--- config.mk ---
export PLATFORM = sky130hd
export DESIGN_NAME = config_initiator
export DESIGN_NICKNAME = d
export VERILOG_FILES = /design/src/rtl/config_initiator.sv
export SDC_FILE = /design/constraint.sdc
export NUM_CORES = 1
export LEC_CHECK = 0
export ABC_AREA = 1
export BUFFER_PORTS_ARGS = -buffer_cell sky130_fd_sc_hd__buf_4
export CAP_MARGIN = 20
export CORE_AREA = 4 4 127 129
export DETAILED_ROUTE_END_ITERATION = 10
export DIE_AREA = 0 0 131 133
export GPL_TIMING_DRIVEN = 0
export PLACE_DENSITY = 0.65
export SLEW_MARGIN = 10
export SYNTH_ARGS = -nofsm -noshare
export SYNTH_HDL_FRONTEND = slang
export SYNTH_SLANG_ARGS = --single-unit
--- constraint.sdc ---
create_clock -name clk_config -period 4.05 [get_ports clk_config]
set_input_delay 0.2025 -clock clk_config [delete_from_list [all_inputs] [get_ports clk_config]]
set_output_delay 0.2025 -clock clk_config [all_outputs]
set_load 0.03 [all_outputs]
--- src/rtl/config_initiator.sv ---
`default_nettype none
// ============================================================================
// Module   : config_initiator
// Purpose  : Host-side initiator for the node configuration protocol. It packs
//            host write / read-request commands into config flits, injects
//            them into the NoC under credit flow control, and matches the
//            returning read-response flit against the single outstanding read.
// Ports    : clk_config, rst_n            clock, async active-low reset
//            cmd_*                         host command bus (valid/ready)
//            flit_out_we/wdata/credit      NoC injection port + credit return
//            flit_in_we/wdata/credit       NoC ejection port + credit return
//            rsp_valid/ready/data/timeout  read result handshake
//            busy, stray_cnt, credit_err   status
// Revision : 1.0  initial release
// ============================================================================
module config_initiator #(
   parameter int FW      = 59,
   parameter int FTW     = 3,
   parameter int ATW     = 3,
   parameter int CAW     = 15,
   parameter int CDW     = 21,
   parameter int XW      = 4,
   parameter int YW      = 4,
   parameter int CREDITS = 4,
   parameter int TIMEOUT = 1024
) (
   input  logic           clk_config,
   input  logic           rst_n,
   input  logic           cmd_valid,
   output logic           cmd_ready,
   input  logic           cmd_rw,
   input  logic [XW-1:0]  cmd_x,
   input  logic [YW-1:0]  cmd_y,
   input  logic [ATW-1:0] cmd_atype,
   input  logic [CAW-1:0] cmd_addr,
   input  logic [CDW-1:0] cmd_wdata,
   output logic           flit_out_we,
   output logic [FW-1:0]  flit_out_wdata,
   input  logic           flit_out_credit,
   input  logic           flit_in_we,
   input  logic [FW-1:0]  flit_in_wdata,
   output logic           flit_in_credit,
   output logic           rsp_valid,
   input  logic           rsp_ready,
   output logic [CDW-1:0] rsp_data,
   output logic           rsp_timeout,
   output logic           busy,
   output logic [7:0]     stray_cnt,
   output logic           credit_err
);

   localparam int PADW = FW - (FTW + XW + YW + ATW + CAW + CDW);
   localparam int CW   = $clog2(CREDITS + 1);
   localparam int TW   = (TIMEOUT > 1) ? $clog2(TIMEOUT) : 1;

   localparam logic [FTW-1:0] T_WR  = FTW'(3'b100);
   localparam logic [FTW-1:0] T_RD  = FTW'(3'b101);
   localparam logic [FTW-1:0] T_RSP = FTW'(3'b110);

   typedef enum logic [1:0] {
      S_IDLE = 2'd0,
      S_WAIT = 2'd1,
      S_RSP  = 2'd2
   } state_t;

   state_t          state;
   logic [CW-1:0]   credit;
   logic [TW-1:0]   tcnt;
   logic [XW-1:0]   lat_x;
   logic [YW-1:0]   lat_y;
   logic [ATW-1:0]  lat_atype;
   logic [CAW-1:0]  lat_addr;

   // Field views of the ejected flit
   logic [FTW-1:0]  in_type;
   logic [XW-1:0]   in_x;
   logic [YW-1:0]   in_y;
   logic [ATW-1:0]  in_atype;
   logic [CAW-1:0]  in_addr;
   logic [CDW-1:0]  in_data;
   logic            unused_pad;

   assign in_type  = flit_in_wdata[FW-1 -: FTW];
   assign in_x     = flit_in_wdata[FW-FTW-1 -: XW];
   assign in_y     = flit_in_wdata[FW-FTW-XW-1 -: YW];
   assign in_atype = flit_in_wdata[FW-FTW-XW-YW-1 -: ATW];
   assign in_addr  = flit_in_wdata[FW-FTW-XW-YW-ATW-1 -: CAW];
   assign in_data  = flit_in_wdata[PADW+CDW-1 -: CDW];
   assign unused_pad = ^flit_in_wdata[PADW-1:0];

   logic            accept;
   logic            match;
   logic [FW-1:0]   new_flit;

   assign cmd_ready = (state == S_IDLE) && (credit != '0);
   assign accept    = cmd_valid && cmd_ready;

   // Only the one outstanding read can be matched; everything else is stray.
   assign match = (state == S_WAIT) && flit_in_we && (in_type == T_RSP) &&
                  (in_x == lat_x) && (in_y == lat_y) &&
                  (in_atype == lat_atype) && (in_addr == lat_addr);

   // Read requests carry a zero data field.
   assign new_flit = {cmd_rw ? T_RD : T_WR, cmd_x, cmd_y, cmd_atype, cmd_addr,
                      cmd_rw ? {CDW{1'b0}} : cmd_wdata, {PADW{1'b0}}};

   assign rsp_valid = (state == S_RSP);
   assign busy      = (state != S_IDLE);

   always_ff @(posedge clk_config or negedge rst_n) begin
      if (!rst_n) begin
         state          <= S_IDLE;
         credit         <= CW'(CREDITS);
         credit_err     <= 1'b0;
         tcnt           <= '0;
         lat_x          <= '0;
         lat_y          <= '0;
         lat_atype      <= '0;
         lat_addr       <= '0;
         flit_out_we    <= 1'b0;
         flit_out_wdata <= '0;
         flit_in_credit <= 1'b0;
         rsp_data       <= '0;
         rsp_timeout    <= 1'b0;
         stray_cnt      <= 8'd0;
      end else begin
         flit_out_we <= accept;
         if (accept) begin
            flit_out_wdata <= new_flit;
         end

         // Every ejected flit is consumed immediately, so its credit goes back
         // unconditionally one cycle later.
         flit_in_credit <= flit_in_we;

         // Simultaneous accept and credit return cancel out.
         if (accept && !flit_out_credit) begin
            credit <= credit - CW'(1);
         end else if (!accept && flit_out_credit) begin
            if (credit == CW'(CREDITS)) begin
               credit_err <= 1'b1;
            end else begin
               credit <= credit + CW'(1);
            end
         end

         if (flit_in_we && !match && (stray_cnt != 8'hFF)) begin
            stray_cnt <= stray_cnt + 8'd1;
         end

         case (state)
            S_IDLE: begin
               if (accept && cmd_rw) begin
                  lat_x     <= cmd_x;
                  lat_y     <= cmd_y;
                  lat_atype <= cmd_atype;
                  lat_addr  <= cmd_addr;
                  tcnt      <= '0;
                  state     <= S_WAIT;
               end
            end
            S_WAIT: begin
               // Match has priority over a coincident timeout.
               if (match) begin
                  rsp_data    <= in_data;
                  rsp_timeout <= 1'b0;
                  state       <= S_RSP;
               end else if (tcnt == TW'(TIMEOUT - 1)) begin
                  rsp_data    <= '0;
                  rsp_timeout <= 1'b1;
                  state       <= S_RSP;
               end else begin
                  tcnt <= tcnt + TW'(1);
               end
            end
            S_RSP: begin
               if (rsp_ready) begin
                  state <= S_IDLE;
               end
            end
            default: state <= S_IDLE;
         endcase
      end
   end

endmodule
`default_nettype wire
==> results by stage <==
Route:
- The average wire per standard cell is 14.1 microns.
- The count of antenna-violating nets left after detailed routing is 0.
- The vias after detailed routing is 5367.
- The number of DRC violations after detailed routing is 0.
- Dividing the detail-routed via count by the number of cells gives 4.57.
- The final wirelength is 16.5 mm.
- The first detailed-routing pass took 4 iterations.
- The first routing iteration left 261 violations.

Layout:
- The final cell count without fillers is 1174.
- In the layout the commonest cells are sky130_fd_sc_hd__nand2_1 (247), sky130_fd_sc_hd__buf_4 (200), sky130_fd_sc_hd__dfrtp_1 (122).
- The net count of the finished layout is 1091.
- The area growth from synthesis to layout is 43.8%.
- Leaving out fill and tap cells, the most frequent cell in the layout is sky130_fd_sc_hd__nand2_1.
- Once layout is complete, the utilization of the core stands at 56.3%.
- The layout has 1451 filler cells.
- The total inserted antenna cells is 0.
- The area taken by multi-input logic gates is 2320 sq um.
- The fraction of layout cells with a size suffix above 1 is 26.7%.
- Summing all flip-flop and latch instances after layout gives 3080 sq um.

CTS:
- Clock tree synthesis selected as its root buffer the cell sky130_fd_sc_hd__clkbuf_16.
- Counting every sink on the clock net gives 123.
- The H-tree was split into 4 levels.
- TritonCTS created 17 clock buffers.
- The count of cells resized by post-cts repair is 0.
- The CTS tree is done.
- In this run the post-CTS setup repair buffer count came out at 0.
- In this run the deepest clock path goes through 2 buffers.
- After clock tree synthesis, the clock-pin slew on the worst setup and hold paths is 0.06 ns.
- The clock network latency to the later pin of the worst-skew pair is 0.41 ns.

Pwr:
- The power density of the placed cells is 679 nW/um^2.
- The clock network burns 27.4% of the power.
- The leakage power is 4.59 nW.
- Sequential cells burn 34.1% of the power.
- The internal portion of total power is 3.51 mW.
- The maximum resistive drop on vdd is 0.456 mV.
- Summed over all nets, the switching power comes to 2.24 mW.
- The power share of the combinational group is 38.5%.
- The switching fraction of total power is 38.9%.

GRT:
- The sum of overflow across all layers after global routing is 0.
- The number of global-route vias before repair was 5470.
- The initial antenna violation count is 0.
- Entering global routing, the biggest net connects 83 pins.
- In the global route stage, overall resource usage came out at 19.8%.
- The first global-routing pass estimated 27.3 mm of wire.

Job:
- The tool flagged a number of max-cap violations equal to 0.

Timing:
- The worst-margin pin slew is 0.511 ns.
- In this run the tightest slew margin relative to its limit is 65.9%.
- The timing-limited maximum frequency is 366 MHz.
- The final clock period utilization by the worst path is 67.4%.
- The summed negative setup slack over all endpoints is 0 ns.
- Setup violations remaining at the end of the flow were counted as 0.
- The clock period could shrink to 2.73 ns.
- Setup repair after global routing left no endpoint under its margin.
- Clock skew on the completed layout was measured at 0.00881 ns.
- The final hold slack is 0.0141 ns.
- The number of max-slew violations in the final report is 0.
- The count of final hold-check violations is 0.

Synthesis:
- In this run, synthesis inferred 0 flip-flops with an integrated enable.
- During synthesis, Yosys emitted a total of 0 warnings.
- The synthesized netlist cell count is 731.
- The most instantiated flip-flop cell in the synthesis netlist is sky130_fd_sc_hd__dfrtp_1.
- After synthesis, flip-flops and latches occupy 52.3% of the total area.
- In this run, distinct cell masters in the synthesized netlist total 36.
- The total standard cell area after synthesis is 5890 sq um.
- The fraction of registers with async set/reset is 100%.
- The average instance in the mapped netlist occupies 8.06 sq um.
- The flip-flop and latch count after synthesis is 123.

Floorplanning:
- The die span in y is 133 microns.
- After floorplanning, the core was divided into 45 placement rows.
- The initial core utilization is 39.2%.
- The die covers 17400 sq um.
- For this design the top-level I/O count stands at 208.
- The area of the core is 15000 sq um.
- The floorplan die width is 131 microns.

Critical path:
- The slowest cell on the critical path is sky130_fd_sc_hd__dfrtp_1.
- The worst register-to-register path ends at credit[2].
- The number of buffers and inverters on the critical path is 2.
- In this run the register-to-register setup slack is 1.32 ns.
- For the worst setup path, the data required time is 4.39 ns.
- Traced cell by cell, the critical path runs through nor2_1 -> nand2_1 -> nor2_4 -> buf_1 -> ha_1 -> inv_1 -> fa_1 -> xnor2_1 -> nand3_1 -> xor2_1.
- STA classifies the critical path startpoint as a flip-flop.
- The critical path class is flip-flop to flip-flop.
- The number of cells on the worst reg-to-reg path is 10.
- The largest single stage delay on the critical path is 0.44 ns.
- At the worst endpoint, the arrival time is 3.07 ns.
- STA classifies the critical path endpoint as a flip-flop.
- The worst flop-to-flop path startpoint is state[1].
- The gate family responsible for the most delay along the worst path is simple AND/OR/NAND/NOR gates.
- Along the worst path, the maximum fanout reaches 11.

Min path:
- The number of cells on the worst hold path is 3.
- In this run the worst hold path is classified as input port to flip-flop.
- The endpoint with the worst hold slack is flit_out_wdata[19].
- The startpoint of the most critical hold path is cmd_wdata[10].

Place:
- The count of port buffers added during placement is 188.
- Routability-driven placement finished with a final weighted congestion of 0.885.
- The half-perimeter wire length after detailed placement is 12.0 mm.
- After detailed placement, the design holds a cell count of 1117.

Outcome:
- The flow ran to the end, and the final reports show no timing, DRC or antenna violations.
==> power by group through the flow <==
stage	clock network [mW]	registers [mW]	logic [mW]
after global routing	1.66	2.02	2.46
final	1.58	1.96	2.21
after detailed placement	0	1.97	2.23
after floorplan	0	2.44	0.901
after CTS	1.60	1.96	2.25
after global placement	0	1.97	2.18
==> per-stage QoR <==
stage                     area, sq um  power, mW  setup WS, ns
after floorplan                  5920       3.35          1.78
after global placement           7570       4.15          1.36
after detailed placement         7600       4.19          1.33
after CTS                        8470       5.81          1.30
after global routing             8470       6.14          1.08
final                            8470       5.75          1.32
==> synth_stat cells, types with 2 or more instances <==
cell type	count	area share [%]
sky130_fd_sc_hd__buf_1	3	0.19
sky130_fd_sc_hd__nor3_1	4	0.34
sky130_fd_sc_hd__o21ai_0	55	4.7
sky130_fd_sc_hd__nor2_1	53	3.4
sky130_fd_sc_hd__buf_2	9	0.76
sky130_fd_sc_hd__nor2_4	3	0.57
sky130_fd_sc_hd__nand2_1	247	16
sky130_fd_sc_hd__nor3b_1	2	0.25
sky130_fd_sc_hd__buf_6	2	0.38
sky130_fd_sc_hd__o21ai_1	5	0.42
sky130_fd_sc_hd__dfrtp_1	122	52
sky130_fd_sc_hd__inv_1	76	4.8
sky130_fd_sc_hd__nor3_2	2	0.34
sky130_fd_sc_hd__or2_2	3	0.32
sky130_fd_sc_hd__a21oi_1	4	0.34
sky130_fd_sc_hd__nor2b_1	2	0.21
sky130_fd_sc_hd__nor2_2	2	0.21
sky130_fd_sc_hd__clkbuf_1	12	0.76
sky130_fd_sc_hd__ha_1	4	0.85
sky130_fd_sc_hd__xnor2_1	11	1.6
sky130_fd_sc_hd__nand4_1	20	2.1
sky130_fd_sc_hd__buf_4	13	1.7
sky130_fd_sc_hd__nand3_1	53	4.5
sky130_fd_sc_hd__inv_2	4	0.25
sky130_fd_sc_hd__xor2_1	9	1.3
==> sequential cells by signal (all words and copies together), names as in the netlist <==
| signal | cells |
|---|---|
| credit | 3 |
| credit_err | 1 |
| flit_in_credit | 1 |
| flit_out_wdata | 49 |
| flit_out_we | 1 |
| lat_addr | 15 |
| lat_atype | 3 |
| lat_x | 4 |
| lat_y | 4 |
| rsp_data | 21 |
| rsp_timeout | 1 |
| state | 2 |
| stray_cnt | 8 |
| tcnt | 10 |
==> cells by family after synthesis <==
kind of cell | after synthesis | synth area share [%]
simple gates | 394 | 28.5
flops | 123 | 52.3
buf+inv | 119 | 8.86
compound gates | 69 | 6.14
xor+xnor | 20 | 2.97
fa+ha+maj | 5 | 1.19
other cells | 1 | 0.0637
==> how the worst max path moves through the flow <==
stage | slack [ns] | from | to | cells after the start
4_1_cts | 1.30 | state[1] | credit[2] | 10
3_3_place_gp | 1.36 | state[1] | credit[2] | 10
6_report | 1.32 | state[1] | credit[2] | 10
3_5_place_dp | 1.33 | state[1] | credit[2] | 10
2_1_floorplan | 1.78 | credit[2] | credit[2] | 11
5_1_grt | 1.08 | state[1] | credit[2] | 10
==> repair_timing <==
action	CTS	global route
endpoints found under the setup margin	0	0
endpoints found under the hold margin	65	0
hold buffers	25	0
==> worst min-delay path, cell delays in order <==
cell and delay, ns:
sky130_fd_sc_hd__buf_4 0.07, sky130_fd_sc_hd__nand3_1 0.06, sky130_fd_sc_hd__nand2_1 0.05
==> layer usage <==
layer	GRT usage, %	part of all wire, %
met5	0	0
met4	5.31	1.2
met2	31.5	48
met3	6.06	6.4
met1	26.0	44
==> final cells by class <==
class / count / share of cell area [%]
tap: 188 / 2.78
timing repair buffer: 214 / 20.0
clock buffer: 20 / 5.39
clock inverter: 12 / 1.91
inverter: 80 / 3.55
sequential: 123 / 36.4
multi-input combinational: 498 / 27.4
buffer: 39 / 2.61
No activity file was read; power rests on OpenSTA's default activity.
